**config.mk**
```make
export PLATFORM = sky130hd
export DESIGN_NAME = pixie_scan_engine
export DESIGN_NICKNAME = d
export VERILOG_FILES = /design/src/rtl/pixie_scan_engine.sv
export SDC_FILE = /design/constraint.sdc
export NUM_CORES = 1
export LEC_CHECK = 0
export CAP_MARGIN = 20
export CORE_AREA = 10 10 77 79
export CTS_CLUSTER_DIAMETER = 30
export CTS_CLUSTER_SIZE = 8
export DETAILED_ROUTE_END_ITERATION = 12
export DIE_AREA = 0 0 87 89
export PLACE_DENSITY = 0.76
export REMOVE_ABC_BUFFERS = 1
export SLEW_MARGIN = 10
export SYNTH_ARGS = -nofsm -noshare
export SYNTH_HDL_FRONTEND = slang
export SYNTH_SLANG_ARGS = --single-unit
export TNS_END_PERCENT = 5
```
**constraint.sdc**
```tcl
create_clock -name clk -period 1.65 [get_ports clk]
set_input_delay 0.33 -clock clk [delete_from_list [all_inputs] [get_ports clk]]
set_output_delay 0.33 -clock clk [all_outputs]
set_load 0.03 [all_outputs]
```
**src/rtl/pixie_scan_engine.sv**
```systemverilog
// pixie_scan_engine
//   PIXIE-class raster back end. A free-running pixel counter (hcnt) and a line
//   counter (vcnt) produce the timing. On active lines, one frame-buffer byte is
//   fetched per 8 pixels and shifted out MSB first on 'video'.
//
//   Display enable and line replication are latched once per frame, in the
//   hcnt=0/vcnt=0 cycle, so a frame is never torn by a mid-frame change. Sync
//   timing is independent of both.
//
// Ports
//   clk, reset_n         pixel clock, synchronous active-low reset
//   disp_en, line_rep    display enable / vertical replication (0..3 = 1x..8x)
//   fb_read_en, fb_addr  frame-buffer read strobe and {row, byte} address
//   fb_data              read data, valid the cycle after fb_read_en
//   hsync, vsync, csync  syncs, active high (csync = hsync ^ vsync)
//   hblank, vblank       blanking windows
//   video                pixel out, 1 = lit
//   frame_int, efx       frame interrupt pulse and EFX status
module pixie_scan_engine #(
    parameter int PIXELS_PER_LINE = 112,
    parameter int BYTES_PER_ROW   = 8,
    parameter int HSYNC_START     = 82,
    parameter int HSYNC_WIDTH     = 12,
    parameter int LINES_PER_FRAME = 262,
    parameter int ACTIVE_V_LINES  = 128,
    parameter int VSYNC_START     = 182,
    parameter int VSYNC_HEIGHT    = 16,
    parameter int ADDR_W          = 10,
    parameter int LEAD_LINES      = 4
) (
    input  logic              clk,
    input  logic              reset_n,
    input  logic              disp_en,
    input  logic [1:0]        line_rep,
    output logic              fb_read_en,
    output logic [ADDR_W-1:0] fb_addr,
    input  logic [7:0]        fb_data,
    output logic              hsync,
    output logic              vsync,
    output logic              csync,
    output logic              hblank,
    output logic              vblank,
    output logic              video,
    output logic              frame_int,
    output logic              efx
);

    localparam int HW      = $clog2(PIXELS_PER_LINE);
    localparam int VW      = $clog2(LINES_PER_FRAME);
    localparam int BW      = $clog2(BYTES_PER_ROW);
    localparam int RW      = ADDR_W - BW;
    localparam int ACT_W   = 8 * BYTES_PER_ROW;
    localparam int INT_LN  = LINES_PER_FRAME - LEAD_LINES;

    logic [HW-1:0] hcnt;
    logic [VW-1:0] vcnt;
    logic          disp_on;
    logic [1:0]    rep;
    logic [7:0]    shreg;
    logic          fetch_d;
    logic          hsync_q, vsync_q, hblank_q, vblank_q, video_q, fint_q, efx_q;

    logic          h_last, line_act, fetch, vid_win;
    logic [BW-1:0] byte_idx;
    logic [RW-1:0] row;

    assign h_last   = (int'(hcnt) == PIXELS_PER_LINE - 1);
    assign line_act = (int'(vcnt) < ACTIVE_V_LINES);
    assign byte_idx = BW'(hcnt >> 3);
    // Row wraps modulo the row field when the replicated line count exceeds it.
    assign row      = RW'(vcnt >> rep);

    // Fetch cycle of byte b is hcnt = 8b+1.
    assign fetch    = disp_on && line_act && (hcnt[2:0] == 3'd1) &&
                      (int'(hcnt >> 3) < BYTES_PER_ROW);

    // Cycles whose *next* cycle lies in the visible window [4, 4+8*BPR).
    // Registered outputs decoded here line up exactly with that window.
    assign vid_win  = (int'(hcnt) >= 3) && (int'(hcnt) < 3 + ACT_W);

    assign fb_read_en = fetch;
    assign fb_addr    = fetch ? {row, byte_idx} : '0;

    always_ff @(posedge clk) begin
        if (!reset_n) begin
            hcnt     <= '0;
            vcnt     <= '0;
            disp_on  <= 1'b0;
            rep      <= 2'd0;
            shreg    <= 8'h00;
            fetch_d  <= 1'b0;
            hsync_q  <= 1'b0;
            vsync_q  <= 1'b0;
            hblank_q <= 1'b0;
            vblank_q <= 1'b0;
            video_q  <= 1'b0;
            fint_q   <= 1'b0;
            efx_q    <= 1'b0;
        end else begin
            if (h_last) begin
                hcnt <= '0;
                vcnt <= (int'(vcnt) == LINES_PER_FRAME - 1) ? '0 : vcnt + VW'(1);
            end else begin
                hcnt <= hcnt + HW'(1);
            end

            // Frame start: latch per-frame controls.
            if (hcnt == '0 && vcnt == '0) begin
                disp_on <= disp_en;
                rep     <= line_rep;
            end

            // Data returns one cycle after the strobe; load wins over shift.
            fetch_d <= fetch;
            if (fetch_d)
                shreg <= fb_data;
            else if (vid_win)
                shreg <= {shreg[6:0], 1'b0};

            video_q  <= vid_win && line_act && disp_on && shreg[7];
            hblank_q <= !vid_win;
            hsync_q  <= (int'(hcnt) >= HSYNC_START) &&
                        (int'(hcnt) <  HSYNC_START + HSYNC_WIDTH);

            // Line decodes are taken at hcnt=0 so they change at hcnt=1.
            if (hcnt == '0) begin
                vsync_q  <= (int'(vcnt) >= VSYNC_START) &&
                            (int'(vcnt) <  VSYNC_START + VSYNC_HEIGHT);
                vblank_q <= !line_act;
                efx_q    <= (int'(vcnt) >= INT_LN) ||
                            ((int'(vcnt) >= ACTIVE_V_LINES - LEAD_LINES) && line_act);
            end

            fint_q <= (hcnt == '0) && (int'(vcnt) == INT_LN) && disp_en;
        end
    end

    assign hsync     = hsync_q;
    assign vsync     = vsync_q;
    assign csync     = hsync_q ^ vsync_q;
    assign hblank    = hblank_q;
    assign vblank    = vblank_q;
    assign video     = video_q;
    assign frame_int = fint_q;
    assign efx       = efx_q;

endmodule

```
Word level (Yosys, flattened, before mapping)
Cells that the tools add are included.

operators by class
  $add $sub $neg = 2
  order comparisons = 10
  eq/ne operators = 4
  shifts and indexed selects = 1
  multiplexer cells = 4
  bitwise gates (word level) = 2
  reductions and logical operators = 20

operator list
  operator                                                                             number
  9-bit == test, second input constant                                                 2
  9-bit by 8-bit < comparator with 1-bit output, second input constant                 2
  8-bit two-way mux                                                                    2
  7-bit < comparator, second input constant                                            2
  1-bit logical AND                                                                    13
  10-bit two-way mux                                                                   1
  9-bit by 1-bit adder with 9-bit output, second input constant                        1
  9-bit by 7-bit greater-or-equal comparator with 1-bit output, second input constant  1
  9-bit by 8-bit greater-or-equal comparator with 1-bit output, second input constant  1
  9-bit greater-or-equal comparator, second input constant                             1
  9-bit logical NOT                                                                    1
  9-bit two-way mux                                                                    1
  9-bit by 2-bit >> shifter with 7-bit output                                          1
  7-bit by 1-bit adder with 7-bit output, second input constant                        1
  7-bit by 6-bit == test with 1-bit output, second input constant                      1
  7-bit by 2-bit greater-or-equal comparator with 1-bit output, second input constant  1
  7-bit greater-or-equal comparator, second input constant                             1
  7-bit logical NOT                                                                    1
  4-bit < comparator, second input constant                                            1
  3-bit by 1-bit == test with 1-bit output, second input constant                      1
  1-bit logical NOT                                                                    2
  2-bit nonzero test                                                                   1
  2-bit OR reduction                                                                   1
  1-bit logical OR                                                                     1
  other kinds (2)                                                                      2

storage, ports and cells
  flip-flop bits (word level) = 35
  bits of input ports = 13
  word-level logic and storage cells = 56

Logic depth before layout (Yosys ltp)
  depth after elaboration = 5
  mapped depth = 6
  depth with buffers taken out = 6

Worst setup path before layout
OpenSTA, ideal clock, no wires.

  path kind = register to output
  start = register rep[0]
  end = output fb_addr[6]
  data arrival time = 1616 ps
  required time = 1320 ps
  path slack = -296 ps
  stages on the path, launching flop included = 4
  buffers on the path = 1
  cell sequence = dfxtp_1 clkbuf_1 mux2i_1 a211oi_1

on the way
  cells in the longest elaborated chain, start to end = 2

RTL lines
  what                                         line  source
  from (decl)                                  58    logic [1:0] rep;
  from (signal assigned)                       110   rep <= line_rep;
  9-bit by 2-bit >> shifter with 7-bit output  71    assign row = RW'(vcnt >> rep);
  10-bit two-way mux                           82    assign fb_addr = fetch ? {row, byte_idx} : '0;
  to (decl)                                    36    output logic [ADDR_W-1:0] fb_addr,

No other way between the ends.

Final worst setup path
  start = register hcnt[1]
  end = output fb_addr[8]

on the way
  cells in the longest elaborated chain, start to end = 4

RTL lines
  what                                      line  source
  from (decl)                               55    logic [HW-1:0] hcnt;
  from (signal assigned)                    104   hcnt <= hcnt + HW'(1);
  3-bit by 1-bit == test with 1-bit output  74    assign fetch = disp_on && line_act && (hcnt[2:0] == 3'd1) &&
  1-bit logical AND (2 in series)           74
  10-bit two-way mux                        82

No other way between the ends.

==> flow_metrics.py <==
metrics = {
    "die": {
        "dieArea_sq_um": 7743,
        "rows": 25,
        "pin_count": 32,
        "initial_utilization": 0.4538,
        "die_w_microns": 87,
        "die_y_microns": 89,
        "core_region_area_sq_um": 4536,
    },
    "yosys": {
        "postSynthCellCount": 235,
        "async_flop_share": 0,
        "synth-seq-area-share": 0.3404,
        "ys_ff_latch": 35,
        "yosysTopAreaCellShare": 0.3404,
        "synth_top_cell_by_area": "dfxtp_1",
        "synth_compound_area_frac": 0.1404,
        "synth_mux_area_frac": 0.1155,
        "yosysWarnings": 0,
        "postSynthAreaPerCell_sq_um": 8.758,
        "synth_xor_area_frac": 0.03404,
        "synth_adder_area_share": 0.04255,
        "ys.flop_type": "dfxtp_1",
        "synth_edf_count": 0,
        "synthTopCellsByArea": "dfxtp_1, mux2i_1, ha_1, a211oi_1, nand4_1",
        "syn_area_sq_um": 2058,
        "synth_top_family_by_area": "simple AND/OR/NAND/NOR gates",
        "synth-simple-area-share": 0.2711,
        "synth.distinct_cells": 44,
    },
    "layout": {
        "design_area_sq_um": 2826,
        "final_common_cell": "buf_4",
        "final_cell_mix": "buf_4, dfxtp_1, mux2i_1, clkdlybuf4s50_1, nor2_1",
        "area_delta_synth_final_pct": 37.33,
        "final_nets": 315,
        "drive_gt1_frac": 0.2905,
        "antenna_cells": 0,
    },
    "sta": {
        "fin_skew_ns": 0.003595,
        "fmax_mhz": 533.4,
        "slew_headroom": 0.6250,
        "tns_ns": -1.459,
        "hold-worst-slack_ns": 0.4737,
        "grt_setup_unrepaired": "true",
        "finalCritPeriodShare": 1.136,
        "fin_ws_ns": -0.2248,
        "drv_slew": 0,
        "hold_violations": 0,
        "worstMarginPinSlew_ns": 0.5604,
        "final.min_clock_period_ns": 1.875,
        "setup_viol": 14,
    },
    "grt": {
        "grt_start_max_net_pins": 15,
        "grt-ovfl-total": 0,
        "grt_usage": 0.1424,
        "antenna_found_initial": 0,
        "grt_pass1_wl_microns": 8949,
        "first_global_vias": 1877,
    },
    "clock_tree": {
        "cts_sinks": 35,
        "numCtsBuffers": 5,
        "ctsHoldBuffers": 0,
        "path_clk_slew_ns": 0.07,
        "clock_latency_ns": 0.29,
        "cts_tree": "yes",
        "htree_levels": 2,
        "ctsLongestPathBuffers": 2,
        "root_buffer": "clkbuf_8",
    },
    "routing": {
        "drtAntennaViolNets": 0,
        "dr.pass1.iters": 4,
        "routed_wl_microns": 5562,
        "vias": 1975,
        "drt_iter0_drc": 175,
        "via_per_inst": 5.643,
        "wire_per_inst_microns": 15.89,
        "route.detailed.drc": 0,
    },
    "placed_design": {
        "dpl_cell_area_sq_um": 2601,
        "preCtsSetupSlack_ns": 0.008960,
        "io_buffers": 31,
        "dp_hpwl_microns": 4108,
        "place_congestion": 0.9021,
    },
    "power": {
        "ir_drop_uv": 487.2,
        "p_per_area_nw_per_um2": 709.0,
        "p_leak_uw": 0.001137,
        "finalPower_uw": 2004,
    },
    "worst_setup_path": {
        "r2r-start": "vcnt[4]$_SDFFE_PN0P_",
        "required_ns": 1.32,
        "critPathCapture": "fb_addr[8]",
        "crit_type": "reg -> out",
        "rrSetupSlack_ns": -0.01,
        "end_kind": "output port",
        "r2r_cells": 5,
        "timing.rr.end": "vcnt[4]$_SDFFE_PN0P_",
        "worstPathMaxFanout": 5,
        "cp.arrival_ns": 1.54,
        "crit_start": "hcnt[1]$_SDFF_PP0_",
        "cp-start-kind": "flip-flop",
    },
    "run": {
        "cap_violations": 0,
    },
    "outcome": {
        "failed_checks": "negative setup slack",
        "status": "finished, violations left",
    },
    "min_path": {
        "hold_path.class": "reg -> reg",
        "min_from": "shreg[7]$_SDFFE_PN0P_",
    },
}
[cell usage after synthesis (3+ instances only)]
cell type,count
nand3_1,8
nor3_1,3
and2_1,7
nor2b_1,5
nand2_1,12
nor2_1,15
dfxtp_1,35
nand4_1,13
nand2b_1,9
xnor2_1,4
mux2i_1,17
ha_1,7
o21ai_0,14
xor2_1,4
a21oi_1,13
mux4_2,3
clkbuf_1,9
or3_1,5
inv_1,10
a211oi_1,11
[routing by layer]
metal  vias up  wire (microns)  GRT usage
met5         -               0          0
li1        982               -          -
met1       926            2445     0.1776
met4         0              89    0.04713
met3         9             343    0.03282
met2        58            2684     0.2352
[area by class of cell]
cell class	instances	area (sq um)
clock buffers	6	82.58
multi-input cells	175	1301
clock inverters	2	35.03
well taps	54	67.56
inverters	10	37.54
flip-flops and latches	35	713.2
fillers	381	1709
repair buffers	68	589.3
[where the power goes]
part	switching [uW]	total (uW)	leakage [uW]	internal, uW
combinational	142	295	0.000788	152
sequential	28.8	899	0.000287	871
clock	321	810	0.0000612	489
[metrics by stage]
step	cells	util
2_1_floorplan	220	-
3_5_place_dp	341	0.5735
6_report	350	0.6232
5_1_grt	350	0.6232
4_1_cts	349	0.6036
3_3_place_gp	341	0.5735
[logic make-up after synthesis]
logic type | after synthesis
xor+xnor | 8
simple gates | 94
buf+inv | 25
fa+ha+maj | 7
flops | 35
mux | 20
compound gates | 46
[what timing repair did]
action,in CTS,in global routing
buffers inserted,0,1
cloned,0,0
endpoints found under the setup margin,15,27
pin swaps,1,5
resized for setup,12,24
[how the worst min path moves through the flow]
stage,slack (ns),cells past startpoint,endpoint
floorplan,0.43,2,video$_SDFF_PN0_
global placement,0.45,2,video$_SDFF_PN0_
detailed placement,0.47,2,video$_SDFF_PN0_
CTS,0.48,2,video$_SDFF_PN0_
global route,0.51,2,vsync$_SDFFE_PN0N_
finish,0.47,2,video$_SDFF_PN0_
[flip-flops by register name, summed over array words and instances (netlist names), 2 cells and up]
name / count
rep: 2
hcnt: 7
vcnt: 9
shreg: 8
[worst max-delay path: stages (launching register included)]
cell and delay (ns):
dfxtp_2 0.34, inv_2 0.06, ha_1 0.14, nand4_1 0.14, buf_6 0.18, nor3_2 0.19
buf_4 0.20
No activity file was read; power rests on OpenSTA's default activity.
